File: config.mk
export PLATFORM = sky130hd
export DESIGN_NAME = cvita_ramp_pkt_gen
export DESIGN_NICKNAME = d
export VERILOG_FILES = /design/src/rtl/cvita_gen_pkg.sv /design/src/rtl/cvita_ramp_pkt_gen.sv
export SDC_FILE = /design/constraint.sdc
export NUM_CORES = 2
export LEC_CHECK = 0
export ABC_AREA = 0
export BUFFER_PORTS_ARGS = -buffer_cell sky130_fd_sc_hd__buf_2
export CORE_MARGIN = 2
export CORE_UTILIZATION = 45
export DETAILED_ROUTE_END_ITERATION = 16
export SKIP_LAST_GASP = 1
export SYNTH_ARGS = -nofsm -noshare
export SYNTH_HDL_FRONTEND = slang
export SYNTH_SLANG_ARGS = --single-unit
File: constraint.sdc
create_clock -name clk -period 17 [get_ports clk]
set_clock_uncertainty 0.15 [all_clocks]
set_input_delay 0.85 -clock clk [delete_from_list [all_inputs] [get_ports clk]]
set_output_delay 0.85 -clock clk [all_outputs]
set_load 0.005 [all_outputs]
File: src/rtl/cvita_gen_pkg.sv
// Shared CHDR definitions for the CVITA ramp packet source: header field layout,
// packet-type encodings, generator state encoding and a header builder.
package cvita_gen_pkg;

    localparam int HDR_TYPE_LSB = 62;
    localparam int HDR_TIME_BIT = 61;
    localparam int HDR_EOB_BIT  = 60;
    localparam int HDR_SEQ_LSB  = 48;
    localparam int SEQ_W        = 12;
    localparam int HDR_LEN_LSB  = 32;
    localparam int LENB_W       = 16;
    localparam int SID_W        = 32;

    typedef enum logic [1:0] {
        PKT_DATA = 2'b00,
        PKT_FC   = 2'b01,
        PKT_CMD  = 2'b10,
        PKT_RESP = 2'b11
    } pkt_type_e;

    typedef enum logic [2:0] {
        ST_IDLE,
        ST_HDR,
        ST_TIME,
        ST_PAYLOAD,
        ST_GAP
    } state_e;

    // Packet length in bytes: header + optional timestamp + payload, truncated to 16 bits.
    function automatic logic [LENB_W-1:0] len_bytes(input logic [31:0] payload_words,
                                                    input logic        has_time);
        logic [31:0] total;
        total = (payload_words + 32'(has_time) + 32'd1) << 3;
        return total[LENB_W-1:0];
    endfunction

    function automatic logic [63:0] build_hdr(input pkt_type_e         pkt_type,
                                              input logic              has_time,
                                              input logic              eob,
                                              input logic [SEQ_W-1:0]  seqno,
                                              input logic [LENB_W-1:0] len_b,
                                              input logic [SID_W-1:0]  sid);
        logic [63:0] hdr;
        hdr                           = '0;
        hdr[HDR_TYPE_LSB +: 2]        = pkt_type;
        hdr[HDR_TIME_BIT]             = has_time;
        hdr[HDR_EOB_BIT]              = eob;
        hdr[HDR_SEQ_LSB +: SEQ_W]     = seqno;
        hdr[HDR_LEN_LSB +: LENB_W]    = len_b;
        hdr[0 +: SID_W]               = sid;
        return hdr;
    endfunction

endpackage

File: src/rtl/cvita_ramp_pkt_gen.sv
// CVITA/CHDR packet source: header, optional timestamp, then a ramp payload
// (start + n*incr) on a 64-bit AXI-Stream, repeated for a counted or open-ended run.
module cvita_ramp_pkt_gen
    import cvita_gen_pkg::*;
#(
    parameter int LEN_W = 13,
    parameter int CNT_W = 32
) (
    input  logic             clk,
    input  logic             reset,
    input  logic             start,
    input  logic             stop,
    input  logic [CNT_W-1:0] num_pkts,
    input  logic [LEN_W-1:0] payload_len,
    input  logic [63:0]      ramp_start,
    input  logic [63:0]      ramp_incr,
    input  logic [15:0]      gap_cycles,
    input  logic [31:0]      sid,
    input  logic             has_time,
    input  logic [63:0]      timestamp,
    output logic [63:0]      o_tdata,
    output logic             o_tlast,
    output logic             o_tvalid,
    input  logic             o_tready,
    output logic             busy,
    output logic             done,
    output logic [CNT_W-1:0] pkt_cnt
);

    state_e             state_q;
    logic [63:0]        o_tdata_q;
    logic               o_tlast_q;
    logic               o_tvalid_q;
    logic               busy_q;
    logic               done_q;
    logic [CNT_W-1:0]   pkt_cnt_q;
    logic [SEQ_W-1:0]   seqno_q;
    logic               stop_seen_q;

    // Run controls captured on the accepted start
    logic [CNT_W-1:0]   num_pkts_q;
    logic [LEN_W-1:0]   len_q;
    logic [LENB_W-1:0]  lenb_q;
    logic [63:0]        ramp_start_q;
    logic [63:0]        ramp_incr_q;
    logic [15:0]        gap_q;
    logic [31:0]        sid_q;
    logic               has_time_q;
    logic [63:0]        ts_q;

    logic [63:0]        acc_q;
    logic [LEN_W-1:0]   word_cnt_q;
    logic [15:0]        gap_cnt_q;

    logic               xfer;
    logic [LEN_W-1:0]   len_eff;
    logic [LEN_W-1:0]   word_d;
    logic [CNT_W-1:0]   pkt_cnt_d;
    logic [SEQ_W-1:0]   seqno_d;
    logic [63:0]        ts_d;
    logic               stop_any;
    logic               end_after_tlast;
    logic               end_after_gap;
    logic [63:0]        hdr_after_tlast;
    logic [63:0]        hdr_after_gap;

    assign xfer      = o_tvalid_q & o_tready;
    assign len_eff   = (payload_len == '0) ? LEN_W'(1) : payload_len;
    assign word_d    = word_cnt_q + LEN_W'(1);
    assign pkt_cnt_d = (pkt_cnt_q == '1) ? pkt_cnt_q : pkt_cnt_q + CNT_W'(1);
    assign seqno_d   = seqno_q + SEQ_W'(1);
    assign ts_d      = ts_q + 64'(len_q);
    assign stop_any  = stop_seen_q | stop;

    assign end_after_tlast = ((num_pkts_q != '0) && (pkt_cnt_d == num_pkts_q)) || stop_any;
    assign end_after_gap   = ((num_pkts_q != '0) && (pkt_cnt_q == num_pkts_q)) || stop_any;

    // eob marks the packet that will complete a finite run
    assign hdr_after_tlast = build_hdr(PKT_DATA, has_time_q,
                                       (num_pkts_q != '0) && (pkt_cnt_d == num_pkts_q - CNT_W'(1)),
                                       seqno_d, lenb_q, sid_q);
    assign hdr_after_gap   = build_hdr(PKT_DATA, has_time_q,
                                       (num_pkts_q != '0) && (pkt_cnt_q == num_pkts_q - CNT_W'(1)),
                                       seqno_q, lenb_q, sid_q);

    // NOTE: one clocked process owns state and outputs, so every output is a flop
    // and o_tvalid can never see o_tready through combinational logic.
    always_ff @(posedge clk or posedge reset) begin
        if (reset) begin
            state_q      <= ST_IDLE;
            o_tdata_q    <= '0;
            o_tlast_q    <= 1'b0;
            o_tvalid_q   <= 1'b0;
            busy_q       <= 1'b0;
            done_q       <= 1'b0;
            pkt_cnt_q    <= '0;
            seqno_q      <= '0;
            stop_seen_q  <= 1'b0;
            num_pkts_q   <= '0;
            len_q        <= '0;
            lenb_q       <= '0;
            ramp_start_q <= '0;
            ramp_incr_q  <= '0;
            gap_q        <= '0;
            sid_q        <= '0;
            has_time_q   <= 1'b0;
            ts_q         <= '0;
            acc_q        <= '0;
            word_cnt_q   <= '0;
            gap_cnt_q    <= '0;
        end else begin
            done_q <= 1'b0;
            if (busy_q && stop) begin
                stop_seen_q <= 1'b1;
            end

            case (state_q)
                ST_IDLE: begin
                    if (start) begin
                        num_pkts_q   <= num_pkts;
                        len_q        <= len_eff;
                        lenb_q       <= len_bytes(32'(len_eff), has_time);
                        ramp_start_q <= ramp_start;
                        ramp_incr_q  <= ramp_incr;
                        gap_q        <= gap_cycles;
                        sid_q        <= sid;
                        has_time_q   <= has_time;
                        ts_q         <= timestamp;
                        acc_q        <= ramp_start;
                        pkt_cnt_q    <= '0;
                        seqno_q      <= '0;
                        stop_seen_q  <= 1'b0;
                        busy_q       <= 1'b1;
                        o_tdata_q    <= build_hdr(PKT_DATA, has_time, num_pkts == CNT_W'(1),
                                                  '0, len_bytes(32'(len_eff), has_time), sid);
                        o_tlast_q    <= 1'b0;
                        o_tvalid_q   <= 1'b1;
                        state_q      <= ST_HDR;
                    end
                end

                ST_HDR: begin
                    if (xfer) begin
                        if (has_time_q) begin
                            o_tdata_q <= ts_q;
                            state_q   <= ST_TIME;
                        end else begin
                            o_tdata_q  <= acc_q;
                            acc_q      <= acc_q + ramp_incr_q;
                            word_cnt_q <= '0;
                            o_tlast_q  <= (len_q == LEN_W'(1));
                            state_q    <= ST_PAYLOAD;
                        end
                    end
                end

                ST_TIME: begin
                    if (xfer) begin
                        o_tdata_q  <= acc_q;
                        acc_q      <= acc_q + ramp_incr_q;
                        word_cnt_q <= '0;
                        o_tlast_q  <= (len_q == LEN_W'(1));
                        state_q    <= ST_PAYLOAD;
                    end
                end

                ST_PAYLOAD: begin
                    if (xfer) begin
                        if (o_tlast_q) begin
                            pkt_cnt_q <= pkt_cnt_d;
                            seqno_q   <= seqno_d;
                            ts_q      <= ts_d;
                            acc_q     <= ramp_start_q;
                            o_tlast_q <= 1'b0;
                            if (gap_q != '0) begin
                                o_tvalid_q <= 1'b0;
                                gap_cnt_q  <= gap_q - 16'd1;
                                state_q    <= ST_GAP;
                            end else if (end_after_tlast) begin
                                o_tvalid_q  <= 1'b0;
                                o_tdata_q   <= '0;
                                busy_q      <= 1'b0;
                                done_q      <= 1'b1;
                                stop_seen_q <= 1'b0;
                                state_q     <= ST_IDLE;
                            end else begin
                                o_tdata_q <= hdr_after_tlast;
                                state_q   <= ST_HDR;
                            end
                        end else begin
                            o_tdata_q  <= acc_q;
                            acc_q      <= acc_q + ramp_incr_q;
                            word_cnt_q <= word_d;
                            o_tlast_q  <= (word_d == len_q - LEN_W'(1));
                        end
                    end
                end

                ST_GAP: begin
                    if (gap_cnt_q != '0) begin
                        gap_cnt_q <= gap_cnt_q - 16'd1;
                    end else if (end_after_gap) begin
                        o_tdata_q   <= '0;
                        busy_q      <= 1'b0;
                        done_q      <= 1'b1;
                        stop_seen_q <= 1'b0;
                        state_q     <= ST_IDLE;
                    end else begin
                        o_tdata_q  <= hdr_after_gap;
                        o_tvalid_q <= 1'b1;
                        state_q    <= ST_HDR;
                    end
                end

                default: state_q <= ST_IDLE;
            endcase
        end
    end

    assign o_tdata  = o_tdata_q;
    assign o_tlast  = o_tlast_q;
    assign o_tvalid = o_tvalid_q;
    assign busy     = busy_q;
    assign done     = done_q;
    assign pkt_cnt  = pkt_cnt_q;

endmodule

==> impl_metrics.toml <==
[run_status]
status = "completed"

[setup_path]
worstSetupPathType = "reg -> reg"
slowest_delay_ns = 0.73
path_delay_family = "simple AND/OR/NAND/NOR gates"
cp.arrival_ns = 5.90
r2r_slack_ns = 11.45
required_ns = 17.35
cp_cell_sequence = "ha_1 -> nand2_1 -> nor4_4 -> nand4_1 -> a21oi_1 -> o221ai_1 -> a2111o_1 -> or4_1 -> nand3_2 -> a21oi_4 -> buf_4 -> o2bb2ai_1 -> a22o_1"
r2r_start = "pkt_cnt[1]"
end_kind = "register"
reg2reg_depth = 13
worstSetupStartpointType = "register"
path_buf_inv = 1
cp_max_fo = 44
critPathSlowestCell = "nand4_1"
rr_endpoint = "o_tdata[41]"

[global_routing]
grt_pass1_wl_um = 188000
grtUsageMet1 = 0.443
antenna_found_initial = 3
use_met2 = 0.531
met3_usage = 0.0505
grt_max_degree = 147
grt_pass1_vias = 30400
top_usage_layer = "met2"
grt_use_total = 0.330
gr-total-overflow = 0

[finish]
drive_gt1_frac = 0.133
stdcell_area_um2 = 37000
area_growth_pct = 14.2
num-nets-final = 4737
fillers = 7182
diodes = 0
seq_area_um2 = 12700
multi_input_area_um2 = 18500

[placement]
io_buffers = 390
gp_congestion = 1.01
dpl_cell_area_um2 = 34900
dp_hpwl_um = 90900

[routing]
drt-total-wl_um = 125000
dr.pass1.iters = 7
via_count = 32000
drt.antenna.violating_nets = 0
dr.first_iter.drc_count = 3490
vias_per_cell = 5.98
post-route-drc-count = 0
wire_per_inst_um = 23.3

[clocking]
clock-root-buffer = "clkbuf_16"
cts_buffer_depth = 3
cts_hold_buffers = 0
clk_pin_slew_ns = 0.07
cts_buffers = 57
htree_num_levels = 2
ctsResizeCount = 0
cts_tree = "built"
post_cts_buffers = 0
cts.sinks = 508
worstSkewPairLatency_ns = 0.65

[synth]
synthCells = 4143
synthesis.nets = 4521
synth-seq-cells = 508
synth_cell_types = 81
synth_edf_count = 0
ys_async_sr_fraction = 1.00
yosysWarnings = 0
syn_area_per_cell_um2 = 7.82
syn_area_um2 = 32400
seq_area_frac_synth = 0.392
synth_ff_type = "dfrtp_1"

[die]
start_util = 0.454
num_rows = 98
dieArea_um2 = 74100
die_w_um = 272
coreArea_um2 = 71400
io_pins = 391
die_y_um = 272

[power]
switchingPower_w = 0.00348
netSwitchingFraction = 0.469
combPwrFrac = 0.507
ir_drop_mv = 0.104
powerDensity_nw_per_um2 = 201
p_int_w = 0.00395
pwr-share-clk = 0.185
seq_power_share = 0.308
power_leakage_nw = 16.9

[sta]
max_freq_mhz = 180
fin_setup_tns_ns = 0
rsz0062_at_grt = "no"
worstMarginPinSlew_ns = 1.25
period_share = 0.327
period_minus_slack_ns = 5.55
slew_viol_final = 0
slew_headroom = 0.167
finalHoldViolCount = 0
setup-violations-final = 0

[run]
cap_violations = 0

[min_path]
min_path_type = "in -> async"
-- worst max path at each step --
stage | start | end | slack (ns) | depth (start not counted)
finish | pkt_cnt[1] | o_tdata[41] | 11.45 | 13
detailed placement | pkt_cnt[1] | o_tdata[41] | 11.61 | 13
CTS | pkt_cnt[1] | o_tdata[41] | 11.60 | 13
global route | pkt_cnt[1] | o_tdata[39] | 11.15 | 13
global placement | pkt_cnt[1] | o_tdata[38] | 11.77 | 13
floorplan | reset | acc_q[0] | 1.81 | 1
-- layout make-up --
type | instances | area share
repair buffers | 433 | 0.0618
clock inverters | 27 | 0.0119
clock buffers | 80 | 0.0441
well taps | 950 | 0.0321
multi-input cells | 3304 | 0.501
flip-flops and latches | 508 | 0.344
inverters | 55 | 0.00578
-- cell usage after synthesis, types with 15 or more instances --
library cell | count | area share
buf_2 | 26 | 0.0040
a21o_1 | 34 | 0.0079
o22ai_1 | 53 | 0.010
a21oi_1 | 335 | 0.052
nand3_1 | 109 | 0.017
nor3_1 | 90 | 0.014
or3_1 | 20 | 0.0039
xor2_1 | 98 | 0.027
o21ai_0 | 264 | 0.041
o31ai_1 | 23 | 0.0053
nand4_1 | 58 | 0.011
and2_1 | 19 | 0.0037
or2_2 | 16 | 0.0031
ha_1 | 85 | 0.033
clkbuf_1 | 230 | 0.027
buf_1 | 15 | 0.0017
nand2_1 | 1018 | 0.12
and3_1 | 64 | 0.012
nor4_1 | 39 | 0.0075
a31oi_1 | 41 | 0.0079
mux2i_1 | 22 | 0.0068
a211oi_1 | 23 | 0.0053
a221oi_1 | 75 | 0.020
nor2_1 | 350 | 0.041
dfrtp_1 | 508 | 0.39
o211ai_1 | 45 | 0.010
inv_1 | 54 | 0.0063
o21ai_1 | 38 | 0.0059
xnor2_1 | 146 | 0.039
-- power groups by stage --
stage          sequential [W]  clock (W)  combinational, W
2_1_floorplan         0.00203          0           0.00272
3_3_place_gp          0.00229          0           0.00371
3_5_place_dp          0.00229          0           0.00372
4_1_cts               0.00228    0.00140           0.00374
5_1_grt               0.00235    0.00145           0.00417
6_report              0.00229    0.00137           0.00377
-- stage by stage --
step / hold slack, ns / setup WS, ns / std cells / total power, W / utilization
CTS: 0.206 / 11.60 / 5357 / 0.00742 / 0.518
detailed placement: 0.312 / 11.61 / 5250 / 0.00601 / 0.489
global placement: 0.307 / 11.77 / 5250 / 0.00600 / 0.489
finish: 0.179 / 11.45 / 5357 / 0.00743 / 0.518
floorplan: 0.295 / 1.81 / 4143 / 0.00475 / -
global route: 0.236 / 11.15 / 5357 / 0.00797 / 0.518
-- registers in the layout, summed over array words and instances (netlist names), 3 cells and up --
signal and count:
seqno_q 12, num_pkts_q 32, o_tdata 64, acc_q 64, pkt_cnt 32, state_q 3
ts_q 64, gap_q 16, gap_cnt_q 16, ramp_incr_q 64, sid_q 32, ramp_start_q 64
len_q 13, lenb_q 13, word_cnt_q 13
-- cells in the final DEF (no fill, tap or decap), drive strengths merged, types with 12 or more instances in the layout --
cell	Yosys	routed
a211oi	23	23
a21o	34	34
a21oi	336	336
a221oi	75	75
a2bb2oi	14	14
a31oi	41	41
and2	20	20
and3	64	64
buf	46	433
clkbuf	230	80
clkinv	1	14
dfrtp	508	508
ha	85	85
inv	54	55
mux2i	22	22
nand2	1018	1018
nand2b	13	13
nand3	112	112
nand4	58	58
nor2	350	350
nor2b	13	13
nor3	92	92
nor4	45	45
o211ai	45	45
o21ai	302	302
o21bai	12	12
o22a	14	14
o22ai	53	53
o31ai	23	23
or2	17	17
or3	21	21
xnor2	146	146
xor2	98	98
-- cell families (layout without fill, tap and decap cells) --
| group | after synthesis | count (layout) | share of synthesized area |
|---|---|---|---|
| multiplexers | 23 | 23 | 0.00715 |
| adder cells (fa/ha/maj) | 87 | 87 | 0.0341 |
| flip-flops | 508 | 508 | 0.392 |
| XOR/XNOR | 244 | 244 | 0.0660 |
| AND/OR/NAND/NOR | 1868 | 1868 | 0.253 |
| AO/OA/AOI/OAI | 1082 | 1082 | 0.207 |
| buffers and inverters | 331 | 595 | 0.0402 |
-- worst reg2reg max path, cell delays in order, from the launching register on --
cell	delay (ns)
dfrtp_1	0.67
ha_1	0.49
nand2_1	0.22
nor4_4	0.45
nand4_1	0.73
a21oi_1	0.35
o221ai_1	0.17
a2111o_1	0.43
or4_1	0.45
nand3_2	0.46
a21oi_4	0.10
buf_4	0.34
o2bb2ai_1	0.20
a22o_1	0.23
-- metal layers --
layer | wire (um) | up-vias | share of wire
met5 | 23 | - | 0.00018
met4 | 5500 | 4 | 0.044
met3 | 8430 | 239 | 0.068
met2 | 57600 | 1216 | 0.46
met1 | 53000 | 15500 | 0.43
li1 | - | 15000 | -
Note: power is estimated with default switching activity, not from simulation.
